$ cat src/rtl/div_ctrl8.sv
// Sequential 8-bit unsigned non-restoring divider: one quotient bit per clock,
// final remainder correction, and a start/busy/done handshake.
module div_ctrl8 (
    input  logic       clk,
    input  logic       rst,
    input  logic       start,
    input  logic [7:0] dividend,
    input  logic [7:0] divisor,
    output logic       busy,
    output logic       done,
    output logic [7:0] quotient,
    output logic [7:0] remainder,
    output logic       dz
);

    typedef enum logic [1:0] {
        IDLE,
        RUN,
        FIX
    } state_t;

    state_t     state_q, state_d;
    logic [8:0] a_q, a_d;
    logic [7:0] q_q, q_d;
    logic [7:0] m_q, m_d;
    logic [2:0] cnt_q, cnt_d;
    logic       zflag_q, zflag_d;
    logic [7:0] quo_q, quo_d;
    logic [7:0] rem_q, rem_d;
    logic       dz_q, dz_d;
    logic       done_q, done_d;

    logic [8:0] shifted;
    logic [8:0] fixed_a;

    always_ff @(posedge clk or posedge rst) begin
        if (rst) begin
            state_q <= IDLE;
            a_q     <= '0;
            q_q     <= '0;
            m_q     <= '0;
            cnt_q   <= '0;
            zflag_q <= 1'b0;
            quo_q   <= '0;
            rem_q   <= '0;
            dz_q    <= 1'b0;
            done_q  <= 1'b0;
        end else begin
            state_q <= state_d;
            a_q     <= a_d;
            q_q     <= q_d;
            m_q     <= m_d;
            cnt_q   <= cnt_d;
            zflag_q <= zflag_d;
            quo_q   <= quo_d;
            rem_q   <= rem_d;
            dz_q    <= dz_d;
            done_q  <= done_d;
        end
    end

    always_comb begin
        state_d = state_q;
        a_d     = a_q;
        q_d     = q_q;
        m_d     = m_q;
        cnt_d   = cnt_q;
        zflag_d = zflag_q;
        quo_d   = quo_q;
        rem_d   = rem_q;
        dz_d    = dz_q;
        done_d  = 1'b0;
        // S can overflow 9 bits, but the new A always fits, so modulo-2^9 is exact.
        shifted = {a_q[7:0], q_q[7]};
        fixed_a = a_q + {1'b0, m_q};

        unique case (state_q)
            IDLE: begin
                if (start) begin
                    a_d   = '0;
                    q_d   = dividend;
                    m_d   = divisor;
                    cnt_d = '0;
                    if (divisor == 8'd0) begin
                        zflag_d = 1'b1;
                        state_d = FIX;
                    end else begin
                        zflag_d = 1'b0;
                        state_d = RUN;
                    end
                end
            end
            RUN: begin
                a_d   = a_q[8] ? (shifted + {1'b0, m_q}) : (shifted - {1'b0, m_q});
                q_d   = {q_q[6:0], ~a_d[8]};
                cnt_d = cnt_q + 3'd1;
                if (cnt_q == 3'd7) state_d = FIX;
            end
            FIX: begin
                if (zflag_q) begin
                    quo_d = 8'hFF;
                    rem_d = q_q;
                    dz_d  = 1'b1;
                end else begin
                    quo_d = q_q;
                    rem_d = a_q[8] ? fixed_a[7:0] : a_q[7:0];
                    dz_d  = 1'b0;
                end
                zflag_d = 1'b0;
                done_d  = 1'b1;
                state_d = IDLE;
            end
            default: state_d = IDLE;
        endcase
    end

    assign busy      = (state_q != IDLE);
    assign done      = done_q;
    assign quotient  = quo_q;
    assign remainder = rem_q;
    assign dz        = dz_q;

endmodule

$ cat config.mk
export PLATFORM = sky130hd
export DESIGN_NAME = div_ctrl8
export DESIGN_NICKNAME = d
export VERILOG_FILES = /design/src/rtl/div_ctrl8.sv
export SDC_FILE = /design/constraint.sdc
export NUM_CORES = 1
export LEC_CHECK = 0
export BUFFER_PORTS_ARGS = -buffer_cell sky130_fd_sc_hd__buf_2
export CAP_MARGIN = 20
export CORE_ASPECT_RATIO = 0.5
export CORE_UTILIZATION = 30
export DETAILED_ROUTE_END_ITERATION = 6
export PLACE_DENSITY = 0.51
export SETUP_SLACK_MARGIN = 0.4
export SLEW_MARGIN = 20
export SYNTH_ARGS = -nofsm -noshare
export SYNTH_HDL_FRONTEND = slang
export SYNTH_SLANG_ARGS = --single-unit
$ cat constraint.sdc
create_clock -name clk -period 6.5 [get_ports clk]
set_input_delay 0.65 -clock clk [delete_from_list [all_inputs] [get_ports clk]]
set_output_delay 0.65 -clock clk [all_outputs]
set_load 0.01 [all_outputs]
==> metrics, run 1 <==
total global-route track usage 0.153; count of nets left with antenna violations after detail routing 0; number of vias in the routed layout 2401; LEAKAGE around 1.6 nW; Syn-to-layout area delta 15.4%; Final Routed Wirelength between 7 and 8 mm; setup TNS 0 ns; share of flip-flops with an asynchronous set or reset after synthesis 1.00; final number of hold-violating endpoints 0; endpoint required time on the critical path 6.68 ns; Port Buffer Count 37; routability congestion estimate 0.859; Root Buffer Master sky130_fd_sc_hd__clkbuf_16; total number of clock tree sinks between 40 and 50; Die Outline Area 10100 um^2; Met3 Routed Length 276 um; final worst-path cycle share 0.425; clock tree from TritonCTS yes; startpoint kind of the worst setup timing path flop; buffer levels on the longest clock path 2; maximum operating frequency 0.362 GHz; fin area roughly 3400 um^2; final setup vio count 0; Starting Density 0.321; Vias per Instance 5.05; cells after synthesis 313; number of rows in the core area 24; initial antenna violation count 0; die span in x ~140 um; Yosys top cell area share 0.421; largest fanout of any net on the critical path 7; DRT met1 WL 3.65 mm; post-CTS setup repair buffer count 0; number of distinct standard cells referenced by the synthesized netlist 53; total of hold buffers inserted after clock tree synthesis 0; result of the run finished, final reports clean; placeable core region approximately 9100 um^2; clock network latency to the later pin of the worst-skew pair 0.29 ns; Nets 383; RSZ-0062 raised after global routing false; power density cells between 600 and 700 nW/um^2; layout cell share with drive strength beyond 1 0.174; number of nets produced by synthesis 352; kind of end point of the critical path flop; DPL Wire Length 5.23 mm; filler instances ~940; Inserted Diodes 0; pin slew with the least headroom to its limit approximately 0.89 ns; number of violations of the max-capacitance limit 0; violation count after the first detailed-routing iteration 135; most area-consuming cells after synthesis sky130_fd_sc_hd__dfrtp_1 (42%), sky130_fd_sc_hd__ha_1 (7.7%), sky130_fd_sc_hd__nand2_1 (6.8%), sky130_fd_sc_hd__o21ai_0 (4.3%), sky130_fd_sc_hd__mux2i_1 (4.1%); DRC violation count after routing 0; type of the setup path with the least slack reg2reg; top routing layer used met4; EDFF count, synth 0; pin count of the biggest net entering global routing 50; Synth Area per Inst 9.31 um^2; cell types with the highest counts after synthesis sky130_fd_sc_hd__nand2_1 (53), sky130_fd_sc_hd__dfrtp_1 (49), sky130_fd_sc_hd__o21ai_0 (25), sky130_fd_sc_hd__ha_1 (18), sky130_fd_sc_hd__nor2_1 (17); num ports 38; GRT Residual Overflow 0; final setup skew approximately 0.0063 ns; Pins Over Slew Limit 0; Clk pin slew, worst setup/hold paths 0.07 ns; TritonCTS Buffers 5; Place WS 3.76 ns; dominant register cell in the synthesized netlist sky130_fd_sc_hd__dfrtp_1; min setup slack post-route between 3 and 4 ns; portion of the post-synthesis area used by sequential elements 0.421; met2 wire length 3.09 mm; global-route wire length before repair 11.9 mm; cell area after synthesis 2920 um^2; die height around 70 um; min-delay worst type reg2reg; Min Clock Period, post-route 2.76 ns; top cell type by total area after synthesis sky130_fd_sc_hd__dfrtp_1; peak supply drop between 150 and 200 uV; Placed Instance Area 3220 um^2; Synth warnings 0; leading cell type by number of instances after synthesis sky130_fd_sc_hd__nand2_1; number of synthesized register bits 49; post-cts resize count 0; TritonRoute pass-1 iters 4; relative max-transition margin 0.405; via count of the first global-routing pass 2350; H-tree Lvls 2; wire per inst around 15 um; Arr. time, crit path slightly below 3 ns; Overall Power 2.09 mW
[logic make-up after synthesis]
kind of cell,after synthesis,share of synthesized area
XOR/XNOR,14,0.0421
AO/OA/AOI/OAI,84,0.181
buffers and inverters,26,0.0348
AND/OR/NAND/NOR,101,0.163
flip-flops,49,0.421
multiplexers,19,0.0682
adder cells (fa/ha/maj),20,0.0910
[per-layer routing]
| metal | GRT usage | up-vias |
|---|---|---|
| li1 | - | 1178 |
| met1 | 0.211 | 1156 |
| met2 | 0.239 | 56 |
| met3 | 0.0348 | 11 |
| met4 | 0.0490 | 0 |
| met5 | 0 | - |
[per-stage QoR]
| stage | std cells | utilization | hold WS, ns |
|---|---|---|---|
| after floorplan | 313 | - | 0.468 |
| after global placement | 467 | 0.355 | 0.445 |
| after detailed placement | 467 | 0.355 | 0.455 |
| after CTS | 475 | 0.371 | 0.470 |
| after global routing | 475 | 0.371 | 0.498 |
| final | 475 | 0.371 | 0.465 |
[worst paths after layout]
| path | start | slack (ns) | end | depth (start not counted) |
|---|---|---|---|---|
| max reg2reg | m_q[2] | 3.74 | q_q[0] | 9 |
| max in group asynchronous | rst | 5.45 | m_q[3] | 2 |
| min in group asynchronous | rst | 0.51 | quotient[1] | 2 |
| max | m_q[2] | 3.74 | q_q[0] | 9 |
| min | quotient[3] | 0.46 | quotient[3] | 2 |
| min reg2reg | quotient[3] | 0.46 | quotient[3] | 2 |
[critical path: stages, from the launching register on]
cell                       delay (ns)
sky130_fd_sc_hd__dfrtp_1         0.46
sky130_fd_sc_hd__nor4_2          0.42
sky130_fd_sc_hd__a21oi_1         0.14
sky130_fd_sc_hd__xor2_1          0.19
sky130_fd_sc_hd__ha_1            0.36
sky130_fd_sc_hd__and2_4          0.18
sky130_fd_sc_hd__a221o_1         0.33
sky130_fd_sc_hd__a221oi_2        0.29
sky130_fd_sc_hd__xnor2_1         0.13
sky130_fd_sc_hd__o21a_1          0.17
[state kept, by name, indices dropped and copies added, names as in the netlist, 2 cells and up]
register	count
cnt_q	3
quotient	8
a_q	9
q_q	8
m_q	8
remainder	8
state_q	2
[placed cells by master, fill, tap and decap left out, drive strengths merged, types with 3 or more instances in the layout]
master / Yosys / final
xnor2: 7 / 7
o21ai: 36 / 36
mux2i: 12 / 12
o22ai: 4 / 4
a211oi: 5 / 5
xor2: 7 / 7
a21oi: 12 / 12
ha: 18 / 18
nor2: 17 / 17
nand3: 5 / 5
nand2: 53 / 53
o211ai: 3 / 3
inv: 11 / 10
nand4: 3 / 3
a21o: 5 / 5
buf: 5 / 39
dfrtp: 49 / 49
mux2: 7 / 7
nor3: 4 / 4
clkbuf: 10 / 7
or4: 3 / 3
[cell type report]
| class | instances | area, um^2 | share of cell area |
|---|---|---|---|
| Timing Repair Buffer | 39 | 200 | 0.0595 |
| Inverter | 11 | 42.5 | 0.0126 |
| Clock buffer | 7 | 133 | 0.0394 |
| Multi-Input combinational cell | 238 | 1590 | 0.473 |
| Clock inverter | 1 | 7.51 | 0.00223 |
| Tap cell | 130 | 163 | 0.0483 |
| Sequential cell | 49 | 1230 | 0.364 |
[report_power, final]
group,internal (mW),switching [mW]
Clock,0.143,0.113
Combinational,0.559,0.654
Sequential,0.446,0.171
Note: power is estimated with default switching activity, not from simulation.
==> run 2, diff against run 1 <==
--- a/config.mk
+++ b/config.mk
@@ -10,7 +10,7 @@
 export CORE_ASPECT_RATIO = 0.5
 export CORE_UTILIZATION = 30
 export DETAILED_ROUTE_END_ITERATION = 6
-export PLACE_DENSITY = 0.51
+export PLACE_DENSITY = 0.53
 export SETUP_SLACK_MARGIN = 0.4
 export SLEW_MARGIN = 20
 export SYNTH_ARGS = -nofsm -noshare
==> constraint.sdc (replaced) <==
create_clock -name clk -period 2.4 [get_ports clk]
set_input_delay 0.24 -clock clk [delete_from_list [all_inputs] [get_ports clk]]
set_output_delay 0.24 -clock clk [all_outputs]
set_load 0.01 [all_outputs]
==> run 2 against run 1 <==
  * The run now ends with setup timing left
  * Critical path depth rose by 1
  * Non-clock buffer count up 35
  * Maximum frequency rose by 12%
  * Die area unchanged
  * Via count grew 5.5%
  * Routed wire length increased by 9.4%
  * Sequential share of layout area fell by 5.3 points
==> metrics, run 2 (synthesized netlist as in run 1, its figures left out) <==
DP Cell Count 487 (was 467); pin count of the biggest net entering global routing 29 (was 50); final setup skew 0.00732 ns (was 0.00626 ns); endpoint required time on the critical path 2.57 ns (was 6.68 ns); Syn-to-layout area delta 35.4% (was 15.4%); final setup vio count 2 (was 0); Met3 Routed Length 430 um (was 276 um); filler instances 887 (was 938); initial antenna violation count 0 (unchanged); TritonRoute pass-1 iters 4 (unchanged); routability congestion estimate 0.855 (was 0.859); number of violations of the max-capacitance limit 0 (unchanged); top routing layer used met4 (unchanged); violations in the final reports setup timing; clock tree from TritonCTS yes (unchanged); count of nets left with antenna violations after detail routing 0 (unchanged); Starting Density 0.321 (unchanged); die span in x 141 um (unchanged); relative max-transition margin 0.531 (was 0.405); max FFs per register 9 (unchanged); maximum operating frequency 0.404 GHz (was 0.362 GHz); wire per inst 15.3 um (was 15.0 um); final number of hold-violating endpoints 0 (unchanged); result of the run finished with violations (was finished, final reports clean); number of cells on the worst reg-to-reg path 10 (was 9); min-delay worst type in2async (was reg2reg); H-tree Lvls 2 (unchanged); DRT met1 WL 3.88 mm (was 3.65 mm); non-filler cells, final 510 (was 475); RSZ-0062 raised after global routing true (was false); final worst-path cycle share 1.03 (was 0.425); total number of clock tree sinks 49 (unchanged); via count of the first global-routing pass 2591 (was 2350); Arr. time, crit path 2.64 ns (was 2.95 ns); GRT Residual Overflow 0 (unchanged); min setup slack post-route -0.0731 ns (was 3.74 ns); Port Buffer Count 37 (unchanged); Min Clock Period, post-route 2.47 ns (was 2.76 ns); Inserted Diodes 0 (unchanged); startpoint kind of the worst setup timing path flop (unchanged); total global-route track usage 0.162 (was 0.153); critical path's slowest cell sky130_fd_sc_hd__dfrtp_1 (unchanged); end of the critical path a_q[8] (was q_q[0]); die height 71.7 um (unchanged); violation count after the first detailed-routing iteration 127 (was 135); Die Outline Area 10100 um^2 (unchanged); met2 wire length 3.42 mm (was 3.09 mm); leading cell type in the layout, fill and taps excluded sky130_fd_sc_hd__nand2_1 (unchanged); DRC violation count after routing 0 (unchanged); Vias per Instance 4.97 (was 5.05); largest fanout of any net on the critical path 3 (was 7); Max stage delay on crit path 0.42 ns (was 0.46 ns); setup slack on the worst flop-to-flop path -0.07 ns (was 3.74 ns); placeable core region 9070 um^2 (unchanged); num ports 38 (unchanged); final worst hold slack 0.0163 ns (was 0.465 ns); launch point of the worst path m_q[3] (was m_q[2]); Clk pin slew, worst setup/hold paths 0.07 ns (about the same); Nets 418 (was 383); DPL Wire Length 5.79 mm (was 5.23 mm); number of rows in the core area 24 (unchanged); Final Routed Wirelength 7.80 mm (was 7.13 mm); Place WS -0.0639 ns (was 3.76 ns); buffer levels on the longest clock path 2 (unchanged); R2R Path End a_q[8] (was q_q[0]); Reg-to-Reg Start m_q[3] (was m_q[2]); number of vias in the routed layout 2534 (was 2401); register with the most flip-flops a_q (unchanged); layout cell share with drive strength beyond 1 0.350 (was 0.174); clock network latency to the later pin of the worst-skew pair 0.29 ns (about the same); pin slew with the least headroom to its limit 0.703 ns (was 0.891 ns); TritonCTS Buffers 5 (unchanged); leading cell types in the layout, fill and taps excluded sky130_fd_sc_hd__nand2_1 (51), sky130_fd_sc_hd__dfrtp_1 (47), sky130_fd_sc_hd__buf_2 (37), sky130_fd_sc_hd__buf_4 (23), sky130_fd_sc_hd__o21ai_0 (20) (was sky130_fd_sc_hd__nand2_1 (53), sky130_fd_sc_hd__dfrtp_1 (49), sky130_fd_sc_hd__buf_2 (37), sky130_fd_sc_hd__o21ai_0 (25), sky130_fd_sc_hd__ha_1 (18)); Pins Over Slew Limit 0 (unchanged); area taken by flip-flops and latches 1230 um^2 (about the same); kind of end point of the critical path flop (unchanged); setup TNS -0.146 ns (was 0 ns); type of the setup path with the least slack reg2reg (unchanged); ordered cell list for the critical path buf_6, nor3_2, a31oi_1, xor2_1, ha_1, and2_4, a221o_1, a221oi_2, xnor2_1, o21ai_1 (was nor4_2, a21oi_1, xor2_1, ha_1, and2_4, a221o_1, a221oi_2, xnor2_1, o21a_1); global-route wire length before repair 12.7 mm (was 11.9 mm); footprint of the multi-input gates 1830 um^2 (was 1590 um^2); Root Buffer Master sky130_fd_sc_hd__clkbuf_16 (unchanged)
[run 2: changes by cell type in the layout (fill, tap and decap cells not counted), moves of 3 or more]
cell	delta
sky130_fd_sc_hd__a211oi_2	+3
sky130_fd_sc_hd__inv_2	+4
sky130_fd_sc_hd__ha_1	-3
sky130_fd_sc_hd__o21ai_0	-5
sky130_fd_sc_hd__o21ai_2	+3
sky130_fd_sc_hd__nor3_1	-3
sky130_fd_sc_hd__a211oi_1	-4
sky130_fd_sc_hd__ha_4	+3
sky130_fd_sc_hd__a21oi_1	-3
sky130_fd_sc_hd__buf_6	+14
sky130_fd_sc_hd__buf_4	+21
sky130_fd_sc_hd__inv_1	-3
sky130_fd_sc_hd__nor3_2	+3
[run 2: final cells by class]
type | instances | area share
inverters | 11 | 0.0105
well taps | 130 | 0.0412
repair buffers | 74 | 0.131
flip-flops and latches | 49 | 0.311
clock inverters | 1 | 0.00761
clock buffers | 7 | 0.0361
multi-input cells | 238 | 0.463
[run 2: worst min-delay path by stage]
stage               start      end  slack [ns]  cells after the start
6_report              rst   a_q[2]        0.02                      2
5_1_grt               rst  zflag_q        0.08                      2
4_1_cts               rst   a_q[3]        0.04                      2
3_5_place_dp          rst   q_q[1]        0.35                      2
3_3_place_gp          rst   q_q[1]        0.34                      2
2_1_floorplan  divisor[0]   m_q[0]        0.36                      2
[run 2: per-layer routing]
metal  vias to the layer above  track usage
met5                         -            0
met4                         0       0.0382
met3                         9       0.0401
met2                        60        0.262
met1                      1211        0.220
li1                       1254            -
[run 2: what timing repair did]
action / in CTS / in global routing
setup buffers: 10 / 5
hold buffers: 0 / 0
pin swaps: 23 / 28
setup endpoints to repair: 8 / 13
gates resized for setup: 27 / 29
gates cloned: 0 / 0
[run 2: worst max-delay path, delay by kind of cell, from the launching register on]
kind                     cells  cell delay [ns]
AND/OR/NAND/NOR              2             0.33
flip-flops                   1             0.42
XOR/XNOR                     2             0.35
buffers and inverters        1             0.13
AO/OA/AOI/OAI                4             0.79
adder cells (fa/ha/maj)      1             0.33
[run 2: stage by stage]
step	utilization	area [um^2]
after floorplan	-	2960
after global placement	0.377	3420
after detailed placement	0.377	3420
after CTS	0.417	3780
after global routing	0.435	3950
final	0.435	3950
Power of run 2 is left out: the tool's default activity adds up to more than one toggle a clock period on the data nets, which glitch-free logic cannot reach.
